## src/rtl/multi_voice_apu.sv

```systemverilog
// Serially controlled multi-voice pulse APU: a UART receiver feeds a small
// command parser that programs per-voice period/control registers mixed into an unsigned DAC word.
module multi_voice_apu #(
    parameter int CHANNELS = 4,
    parameter int BAUD_DIV = 31,
    parameter int PRESCALE = 2,
    localparam int DAC_W = 4 + $clog2(CHANNELS)
) (
    input  logic             clk,
    input  logic             reset,
    input  logic             rx,
    output logic [DAC_W-1:0] dac,
    output logic             frame_err
);

    localparam int CNT_W = $clog2(BAUD_DIV + 1);
    localparam logic [CNT_W-1:0] BIT_LAST  = CNT_W'(BAUD_DIV - 1);
    localparam logic [CNT_W-1:0] HALF_LAST = CNT_W'(BAUD_DIV / 2 - 1);
    localparam int PS_W = (PRESCALE > 1) ? $clog2(PRESCALE) : 1;
    localparam logic [PS_W-1:0] PS_LAST = PS_W'(PRESCALE - 1);

    typedef enum logic [2:0] {RX_IDLE, RX_START, RX_DATA, RX_STOP, RX_WAIT_HIGH} rx_state_t;
    typedef enum logic [1:0] {P_IDLE, P_LOW, P_HIGH} p_state_t;

    rx_state_t        rx_state, rx_state_nx;
    logic             rx_meta, rx_sync, rx_prev;
    logic [CNT_W-1:0] rx_cnt, rx_cnt_nx;
    logic [2:0]       bit_idx, bit_idx_nx;
    logic [7:0]       shift, shift_nx;
    logic             byte_valid, byte_valid_nx, frame_err_nx;

    p_state_t    p_state, p_state_nx;
    logic [1:0]  hdr_chan, wr_chan;
    logic        hdr_sel, wr_sel, wr_en;
    logic [6:0]  val_lo;
    logic [13:0] wr_val;

    logic [10:0] period  [CHANNELS];
    logic [10:0] counter [CHANNELS];
    logic [2:0]  step    [CHANNELS];
    logic [3:0]  volume  [CHANNELS];
    logic [1:0]  duty    [CHANNELS];
    logic        enable  [CHANNELS];
    logic [PS_W-1:0]  presc;
    logic             tick;
    logic             pat_bit;
    logic [DAC_W-1:0] amp_sum;

    // Synchronizer flops reset to the idle-high level so reset release never looks like a start edge.
    always_ff @(posedge clk) begin
        if (reset) begin
            rx_meta    <= 1'b1;
            rx_sync    <= 1'b1;
            rx_prev    <= 1'b1;
            rx_state   <= RX_IDLE;
            rx_cnt     <= '0;
            bit_idx    <= '0;
            shift      <= '0;
            byte_valid <= 1'b0;
            frame_err  <= 1'b0;
        end else begin
            rx_meta    <= rx;
            rx_sync    <= rx_meta;
            rx_prev    <= rx_sync;
            rx_state   <= rx_state_nx;
            rx_cnt     <= rx_cnt_nx;
            bit_idx    <= bit_idx_nx;
            shift      <= shift_nx;
            byte_valid <= byte_valid_nx;
            frame_err  <= frame_err_nx;
        end
    end

    always_comb begin
        rx_state_nx   = rx_state;
        rx_cnt_nx     = rx_cnt + CNT_W'(1);
        bit_idx_nx    = bit_idx;
        shift_nx      = shift;
        byte_valid_nx = 1'b0;
        frame_err_nx  = 1'b0;
        case (rx_state)
            RX_IDLE: begin
                rx_cnt_nx = '0;
                if (rx_prev && !rx_sync) rx_state_nx = RX_START;
            end
            RX_START: begin
                if (rx_cnt == HALF_LAST) begin
                    rx_cnt_nx   = '0;
                    bit_idx_nx  = '0;
                    rx_state_nx = rx_sync ? RX_IDLE : RX_DATA;
                end
            end
            RX_DATA: begin
                if (rx_cnt == BIT_LAST) begin
                    rx_cnt_nx  = '0;
                    shift_nx   = {rx_sync, shift[7:1]};
                    bit_idx_nx = bit_idx + 3'd1;
                    if (bit_idx == 3'd7) rx_state_nx = RX_STOP;
                end
            end
            RX_STOP: begin
                if (rx_cnt == BIT_LAST) begin
                    rx_cnt_nx = '0;
                    if (rx_sync) begin
                        byte_valid_nx = 1'b1;
                        rx_state_nx   = RX_IDLE;
                    end else begin
                        frame_err_nx = 1'b1;
                        rx_state_nx  = RX_WAIT_HIGH;
                    end
                end
            end
            RX_WAIT_HIGH: begin
                rx_cnt_nx = '0;
                if (rx_sync) rx_state_nx = RX_IDLE;
            end
            default: rx_state_nx = RX_IDLE;
        endcase
    end

    // Any header restarts the sequence, so a lost byte can never misroute later writes.
    always_comb begin
        p_state_nx = p_state;
        if (byte_valid) begin
            if (shift[7]) begin
                p_state_nx = P_LOW;
            end else begin
                case (p_state)
                    P_LOW:   p_state_nx = P_HIGH;
                    P_HIGH:  p_state_nx = P_IDLE;
                    default: p_state_nx = P_IDLE;
                endcase
            end
        end
    end

    always_ff @(posedge clk) begin
        if (reset) begin
            p_state  <= P_IDLE;
            hdr_chan <= '0;
            hdr_sel  <= 1'b0;
            val_lo   <= '0;
            wr_en    <= 1'b0;
            wr_chan  <= '0;
            wr_sel   <= 1'b0;
            wr_val   <= '0;
        end else begin
            p_state <= p_state_nx;
            wr_en   <= 1'b0;
            if (byte_valid) begin
                if (shift[7]) begin
                    hdr_chan <= shift[1:0];
                    hdr_sel  <= shift[4];
                end else if (p_state == P_LOW) begin
                    val_lo <= shift[6:0];
                end else if (p_state == P_HIGH) begin
                    wr_en   <= 1'b1;
                    wr_chan <= hdr_chan;
                    wr_sel  <= hdr_sel;
                    wr_val  <= {shift[6:0], val_lo};
                end
            end
        end
    end

    assign tick = (presc == PS_LAST);

    // Reload reads the period register, so a new period only lands at the next reload.
    always_ff @(posedge clk) begin
        if (reset) begin
            presc <= '0;
            for (int i = 0; i < CHANNELS; i++) begin
                period[i]  <= '0;
                counter[i] <= '0;
                step[i]    <= '0;
                volume[i]  <= '0;
                duty[i]    <= '0;
                enable[i]  <= 1'b0;
            end
        end else begin
            presc <= tick ? '0 : presc + PS_W'(1);
            for (int i = 0; i < CHANNELS; i++) begin
                if (wr_en && int'(wr_chan) == i) begin
                    if (wr_sel) begin
                        enable[i] <= wr_val[6];
                        duty[i]   <= wr_val[5:4];
                        volume[i] <= wr_val[3:0];
                    end else begin
                        period[i] <= wr_val[10:0];
                    end
                end
                if (tick) begin
                    if (counter[i] == 11'd0) begin
                        counter[i] <= period[i];
                        if (period[i] >= 11'd8) step[i] <= step[i] + 3'd1;
                    end else begin
                        counter[i] <= counter[i] - 11'd1;
                    end
                end
            end
        end
    end

    always_comb begin
        amp_sum = '0;
        pat_bit = 1'b0;
        for (int i = 0; i < CHANNELS; i++) begin
            case (duty[i])
                2'd0:    pat_bit = (step[i] == 3'd7);
                2'd1:    pat_bit = (step[i] >= 3'd6);
                2'd2:    pat_bit = step[i][2];
                default: pat_bit = (step[i] <= 3'd5);
            endcase
            if (enable[i] && period[i] >= 11'd8 && pat_bit)
                amp_sum = amp_sum + DAC_W'(volume[i]);
        end
    end

    always_ff @(posedge clk) begin
        if (reset) dac <= '0;
        else       dac <= amp_sum;
    end

endmodule

```

## config.mk

```make
export PLATFORM = sky130hd
export DESIGN_NAME = multi_voice_apu
export DESIGN_NICKNAME = d
export VERILOG_FILES = /design/src/rtl/multi_voice_apu.sv
export SDC_FILE = /design/constraint.sdc
export NUM_CORES = 1
export LEC_CHECK = 0
export BUFFER_PORTS_ARGS = -buffer_cell sky130_fd_sc_hd__buf_2
export CAP_MARGIN = 0
export CORE_UTILIZATION = 23
export CTS_CLUSTER_DIAMETER = 30
export CTS_CLUSTER_SIZE = 8
export DETAILED_ROUTE_END_ITERATION = 16
export HOLD_SLACK_MARGIN = 0.12
export SYNTH_ARGS = -nofsm -noshare
export SYNTH_HDL_FRONTEND = slang
export SYNTH_SLANG_ARGS = --single-unit
```

## constraint.sdc

```tcl
create_clock -name clk -period 5.48 [get_ports clk]
set_clock_uncertainty 0.15 [all_clocks]
set_input_delay 1.096 -clock clk [delete_from_list [all_inputs] [get_ports clk]]
set_output_delay 1.096 -clock clk [all_outputs]
set_load 0.01 [all_outputs]
```

==> metrics.md, run 1 <==
| Metric | Value |
|---|---|
| Final nets | `just under 900` |
| CTS tree | `yes` |
| Setup crit start | `step[0][0]` |
| PwrDens | `between 200 and 300 mW/mm²` |
| Inserted Diodes | `0` |
| Synthesized-area fraction occupied by adder cells | `0.05397` |
| Worst slew pin tran | `roughly 1.1 ns` |
| Final hold vios | `0` |
| Post-synthesis instance area | `0.009226 mm²` |
| Synth cell count leaders | `edfxtp_1 (128), nor2_1 (105), and2_1 (77)` |
| 1st-iter DRT viols | `about 310` |
| CP endpoint kind | `register` |
| Number of global-route vias before repair | `5902` |
| Synth Area in Compound Gates | `0.09398` |
| Synth warn | `0` |
| Post-cts resize count | `0` |
| Post-CTS Setup Inserts | `0` |
| Most frequent cell after synthesis | `edfxtp_1` |
| R2r setup slk | `0.84 ns` |
| Mux cell area share after synthesis | `0.02875` |
| Synth unique cells | `between 60 and 70` |
| Die width | `202.3 µm` |
| Critical Path RT | `around 5.6 ns` |
| Worst R2R Path Depth | `20` |
| Post-Syn Area per Cell | `around 11 µm²` |
| Root Driver | `clkbuf_16` |
| Vias per Instance | `between 4 and 5` |
| Port bufs | `9` |
| Final WS setup | `~0.84 ns` |
| Worst skew pair latency | `0.43 ns` |
| I/O pin total | `10` |
| Layout cell share with drive strength beyond 1 | `0.1030` |
| Syn_nets | `890` |
| Top cell type's share of synthesized area | `0.4166` |
| Htree depth | `4` |
| Slew headroom | `0.2415` |
| Place WS | `0.8225 ns` |
| Seq cells post-synth | `roughly 190` |
| Initial antenna violation count | `0` |
| XOR/XNOR Fraction of Synth Area | `0.03702` |
| Worst R2R Start | `step[0][0]` |
| Maximum clock frequency | `215.5 MHz` |
| Main synth FF type | `edfxtp_1` |
| Top post-synthesis cells by area | `edfxtp_1 (42%), dfxtp_1 (13%), and2_1 (5.2%)` |
| Mapped Cells | `approximately 850` |
| Post-route cell area | `a little over 0.01 mm²` |
| Clock transition at the registers of the reported paths | `approximately 0.070 ns` |
| Reg2reg end | `dac[5]` |
| Worst Path Arrival | `approximately 4.8 ns` |
| Crit Path Category | `register to register` |
| Hold Path Class | `register to register` |
| CTS max path bufs | `2` |
| Hpwl dp | `between 10 and 15 mm` |
| Largest net degree at the start of global routing | `between 50 and 60` |
| Die H | `~200 µm` |
| # setup viols final | `0` |
| Setup crit end | `dac[5]` |
| Largest family of logic cells by synthesized area | `simple AND/OR/NAND/NOR gates` |
| EDFF count, synth | `between 100 and 150` |
| Fin Hold WS | `between 0.2 and 0.3 ns` |
| RSZ-0062 raised after global routing | `no` |
| DR pass1 iterations | `5` |
| Final Max Slew Viols | `0` |
| Crit path time final | `approximately 4.6 ns` |
| LEAKAGE | `around 3.8 nW` |
| Max Cap Viol | `0` |
| Row count | `73` |
| Synth-to-Final Area Change | `12.49%` |
| Critical Path Source Type | `register` |
| Initial Util | `0.2328` |
| CTS Hold Buffers Added | `0` |
| CORE AREA | `0.03964 mm²` |
| Synth area leader | `edfxtp_1` |
| Grt total ovfl | `0` |
| First-pass GRT wire length | `between 20 and 30 mm` |
| Vias after detailed routing | `a little under 6000` |
| Peak VDD IR | `approximately 0.2 mV` |
| Simple-gate area share of the yosys netlist | `0.2107` |
| Post-route DRC | `0` |
| Fin Setup TNS | `0 ns` |
| Clock sink count | `between 150 and 200` |
| CTS buffer count | `17` |
| Outcome | `completed` |
| Register area share after synthesis | `0.5424` |
| Routed wire length | `between 15 and 20 mm` |
| DP Area | `0.009809 mm²` |
| Hold path start | `rx_meta` |
| Asr flop ratio synth | `0` |
| Drt wl/cell | `about 13 µm` |
| Routability Congestion | `~0.79` |
| Die area | `0.04092 mm²` |
| Final Cycle Share | `0.8470` |
| Tot GR Track Use | `0.09053` |
| Routed Antenna Nets | `0` |
| Critical Path Fanout Max | `5` |
[routing by layer]
layer | track usage | part of all wire | vias up
met5 | 0 | 0 | -
met2 | 0.1530 | 0.48 | 69
met4 | 0.02927 | 0.016 | 0
li1 | - | - | 2991
met1 | 0.1146 | 0.47 | 2846
met3 | 0.01886 | 0.027 | 27
[layout by cell type (no fill, tap or decap), types with 5 or more instances in the layout]
cell type and count:
nor3_1 27, edfxtp_1 128, a21oi_1 38, nor4_1 11, xnor2_1 23, a211oi_1 5, nand2b_1 13, buf_2 9
ha_1 35, nand3_1 14, o21ai_0 25, dfxtp_1 58, buf_4 8, and3_1 7, mux2i_1 22, xor2_1 16
nor2_1 105, clkbuf_16 17, nand2_1 66, a211oi_2 17, inv_1 32, and2_1 77, a21o_1 5, nor2b_1 15
[where the power goes]
part	switching [mW]	internal, mW	total, mW
Combinational	0.121	0.0820	0.203
Clock	0.548	0.640	1.19
Sequential	0.0478	1.55	1.60
[state kept, by name, indices dropped and copies added (netlist names), 5 cells and up]
register	count
counter	44
period	44
volume	16
step	12
wr_val	11
duty	8
shift	8
val_lo	7
dac	6
rx_cnt	5
[metrics by stage]
stage | power, mW | utilization | std cells
6_report | 2.993 | 0.2618 | 1389
2_1_floorplan | 1.786 | - | 849
3_5_place_dp | 1.837 | 0.2475 | 1357
3_3_place_gp | 1.831 | 0.2475 | 1357
4_1_cts | 3.022 | 0.2618 | 1389
5_1_grt | 3.101 | 0.2618 | 1389
[worst min path at each step]
stage / end / slack [ns] / cells after the start
5_1_grt: rx_sync / 0.28 / 1
6_report: rx_sync / 0.26 / 1
2_1_floorplan: rx_sync / 0.24 / 1
3_3_place_gp: rx_sync / 0.25 / 1
3_5_place_dp: rx_sync / 0.25 / 1
4_1_cts: rx_sync / 0.27 / 1
[cells by family after synthesis]
logic type	count (synthesis)
AOI/OAI and AO/OA	119
xor gates and xnor gates	39
adders and majority gates	38
buffers and inverters	67
DFF	186
muxes	26
and+or+nand+nor	374
[critical path: stages, from the launching register on]
cell,delay [ns]
edfxtp_1,0.45
ha_1,0.24
ha_1,0.18
nand2b_1,0.06
o21ai_0,0.10
o211a_1,0.26
and2_1,0.17
ha_1,0.19
inv_1,0.07
fa_1,0.40
mux2i_1,0.25
inv_1,0.12
fa_1,0.49
mux2i_1,0.24
ha_1,0.28
a21o_1,0.16
a21oi_1,0.22
nor2b_1,0.07
o21ai_0,0.24
a2111o_1,0.13
nand2_1,0.06
[area by class of cell]
type	instances	area (µm²)
repair buffers	17	105.1
inverters	33	123.9
flip-flops and latches	186	5005
well taps	525	656.9
clock inverters	10	85.08
multi-input cells	596	3919
clock buffers	22	484.2
fillers	4173	29260
Note: power is estimated with default switching activity, not from simulation.
==> run 2, diff against run 1 <==
==> constraint.sdc (replaced) <==
create_clock -name clk -period 4.35 [get_ports clk]
set_clock_uncertainty 0.15 [all_clocks]
set_input_delay 0.87 -clock clk [delete_from_list [all_inputs] [get_ports clk]]
set_output_delay 0.87 -clock clk [all_outputs]
set_load 0.01 [all_outputs]
==> run 2 against run 1 <==
Compared with the run above:
- the flow now finishes with violations (setup timing)
- highest routed layer unchanged
- sequential share of layout area shrank 1.3 points
- critical path depth rose by 2
- wire length grew 1.7%
- power increased by 27%
- clock power rose by 26%
- worst hold slack about the same
- die area stayed put
- setup slack worse by 0.85 ns
==> metrics.md, run 2 (synthesized netlist as in run 1, its figures left out) <==
| Metric | Value |
|---|---|
| Outcome | `complete, but fails checks` |
| Failing checks | `setup timing` |
| Largest registers | `counter x44, period x44, volume x16` |
| Grt total ovfl | `0 (unchanged)` |
| Inserted Diodes | `0 (unchanged)` |
| First-pass GRT wire length | `30.59 mm (+2.9%)` |
| Place WS | `-0.1291 ns (-0.9515 ns)` |
| Worst R2R Start | `step[0][0]` |
| Net switching power figure | `0.9236 mW (+29%)` |
| Critical path's top delay family | `adder cells` |
| Critical Path Source Type | `register` |
| Commonest cells after routing, fill and taps aside | `edfxtp_1 (128), nor2_1 (105), and2_1 (76), nand2_1 (66), dfxtp_1 (58)` |
| Hpwl dp | `12.36 mm (+0.64%)` |
| Hold Path Class | `register to register` |
| Final Max Slew Viols | `0 (unchanged)` |
| Layout cell share with drive strength beyond 1 | `0.1451 (+0.04212)` |
| CP max-delay cell | `edfxtp_1` |
| Crit Path Category | `register to register` |
| Hold path start | `rx_meta` |
| Critical Path Fanout Max | `5 (unchanged)` |
| Drt wl/cell | `12.98 µm (+0.41%)` |
| Max Cap Viol | `0 (unchanged)` |
| Initial antenna violation count | `0 (unchanged)` |
| Crit path largest cell delay | `0.43 ns (-0.06 ns)` |
| Post-route DRC | `0 (unchanged)` |
| RSZ-0062 raised after global routing | `yes` |
| CP endpoint kind | `register` |
| Routed wire length | `18.26 mm (+1.7%)` |
| Most frequent CP cell | `ha_4` |
| Routability Congestion | `0.7792 (-1.7%)` |
| Clock sink count | `186 (unchanged)` |
| Row count | `73 (unchanged)` |
| Critical Path RT | `4.58 ns (-1.06 ns)` |
| Worst slew pin tran | `1.136 ns (+0.01003 ns)` |
| CORE AREA | `0.03964 mm² (unchanged)` |
| Tot GR Track Use | `0.09251 (+0.001976)` |
| Sw Share | `0.2438 (+0.004265)` |
| # setup viols final | `1 (+1)` |
| Comb power frac | `0.070 (+0.002)` |
| Clock transition at the registers of the reported paths | `0.07 ns (about the same)` |
| Int Pwr | `2.865 mW (+26%)` |
| Setup crit start | `step[0][0]` |
| Power after layout | `3.788 mW (+27%)` |
| Initial Util | `0.2328 (unchanged)` |
| Peak VDD IR | `0.2784 mV (+40%)` |
| Final hold vios | `0 (unchanged)` |
| Crit path time final | `4.365 ns (-0.2768 ns)` |
| Largest net degree at the start of global routing | `45 (-18%)` |
| Worst Path Arrival | `4.59 ns (-0.22 ns)` |
| Root Driver | `clkbuf_16` |
| Flop pwr share | `0.533 (-0.002)` |
| Final Cycle Share | `1.003 (+0.1564)` |
| Synth-to-Final Area Change | `15.57%` |
| Maximum clock frequency | `229.1 MHz (+6.3%)` |
| Die area | `0.04092 mm² (unchanged)` |
| Die width | `202.3 µm (unchanged)` |
| Slew headroom | `0.2401 (-0.001434)` |
| Number of global-route vias before repair | `6049 (+2.5%)` |
| LEAKAGE | `3.909 nW (+2.3%)` |
| Commonest non-fill, non-tap cell in the layout | `edfxtp_1` |
| CTS max path bufs | `2 (unchanged)` |
| Die H | `202.3 µm (unchanged)` |
| Port bufs | `9 (unchanged)` |
| Worst path cell trace | `ha_2, ha_4, nand2b_4, o21ai_4, o211a_1, and2_4, ha_4, inv_2, fa_2, xor2_1, nor4_1, a31o_1, ha_4, a21oi_4, xnor2_1, nor2_1, nor2_1, ha_1, nor2b_4, o21ai_2, a2111o_1, nand2_1` |
| Htree depth | `4 (unchanged)` |
| Fin Setup TNS | `-0.01453 ns (-0.01453 ns)` |
| CTS tree | `yes` |
| Vias per Instance | `4.266 (-0.13%)` |
| DR pass1 iterations | `4 (-1)` |
| CP bufs+invs | `1 (-1)` |
| Routed Antenna Nets | `0 (unchanged)` |
| I/O pin total | `10 (unchanged)` |
| Final WS setup | `-0.01453 ns (-0.8532 ns)` |
| Fin Hold WS | `0.2637 ns (+0.0001550 ns)` |
| Vias after detailed routing | `6002 (+1.2%)` |
| CTS buffer count | `17 (unchanged)` |
| Clock Power Share | `0.397 (about the same)` |
| PwrDens | `355.3 mW/mm² (+23%)` |
| Final nets | `910 (+2.0%)` |
| 1st-iter DRT viols | `260 (-16%)` |
| Worst skew pair latency | `0.43 ns (about the same)` |
## run 2: final timing paths
kind | end | slack [ns] | cells after the start
worst max-delay path | dac[5] | -0.01 | 22
worst min-delay path | rx_sync | 0.26 | 1
worst max register to register | dac[5] | -0.01 | 22
worst min register to register | rx_sync | 0.26 | 1
## run 2: per-stage QoR
step	util	area (µm²)	cells
3_3_place_gp	0.2492	9877	1366
6_report	0.2690	10660	1407
4_1_cts	0.2647	10490	1400
3_5_place_dp	0.2492	9877	1366
2_1_floorplan	-	9226	849
5_1_grt	0.2690	10660	1407
## run 2: power by group through the flow
stage                     clock (mW)  sequential (mW)  combinational (mW)
after floorplan                    0             2.04               0.214
after detailed placement           0             2.06               0.259
after global placement             0             2.05               0.256
final                           1.50             2.02               0.267
after global routing            1.61             2.03               0.301
after CTS                       1.54             2.02               0.264
## run 2: worst register-to-register path: stages (launching register included)
cell	delay, ns
edfxtp_1	0.43
ha_2	0.23
ha_4	0.14
nand2b_4	0.06
o21ai_4	0.16
o211a_1	0.20
and2_4	0.16
ha_4	0.13
inv_2	0.04
fa_2	0.39
xor2_1	0.15
nor4_1	0.24
a31o_1	0.22
ha_4	0.24
a21oi_4	0.13
xnor2_1	0.08
nor2_1	0.13
nor2_1	0.09
ha_1	0.33
nor2b_4	0.15
o21ai_2	0.06
a2111o_1	0.35
nand2_1	0.06
## run 2: timing repair
item                       4_1_cts  5_1_grt
setup endpoints to repair        3        4
hold buffers                     0        0
resized for setup                9       22
pin swaps                        3       20
setup buffers                    2        7
## run 2: cell type report
type	instances	area, µm²
Sequential cell	186	5005
Timing Repair Buffer	35	244.0
Clock inverter	13	107.6
Multi-Input combinational cell	596	4061
Clock buffer	19	464.2
Tap cell	525	656.9
Inverter	33	123.9
Fill cell	4212	28980
## run 2: layer usage
layer | wire length [µm] | track usage | up-vias | share of wire
met1 | 8759 | 0.1195 | 2906 | 0.48
met3 | 392 | 0.01903 | 25 | 0.021
met2 | 8781 | 0.1537 | 39 | 0.48
met4 | 323 | 0.02954 | 0 | 0.018
li1 | - | - | 3032 | -
met5 | 0 | 0 | - | 0
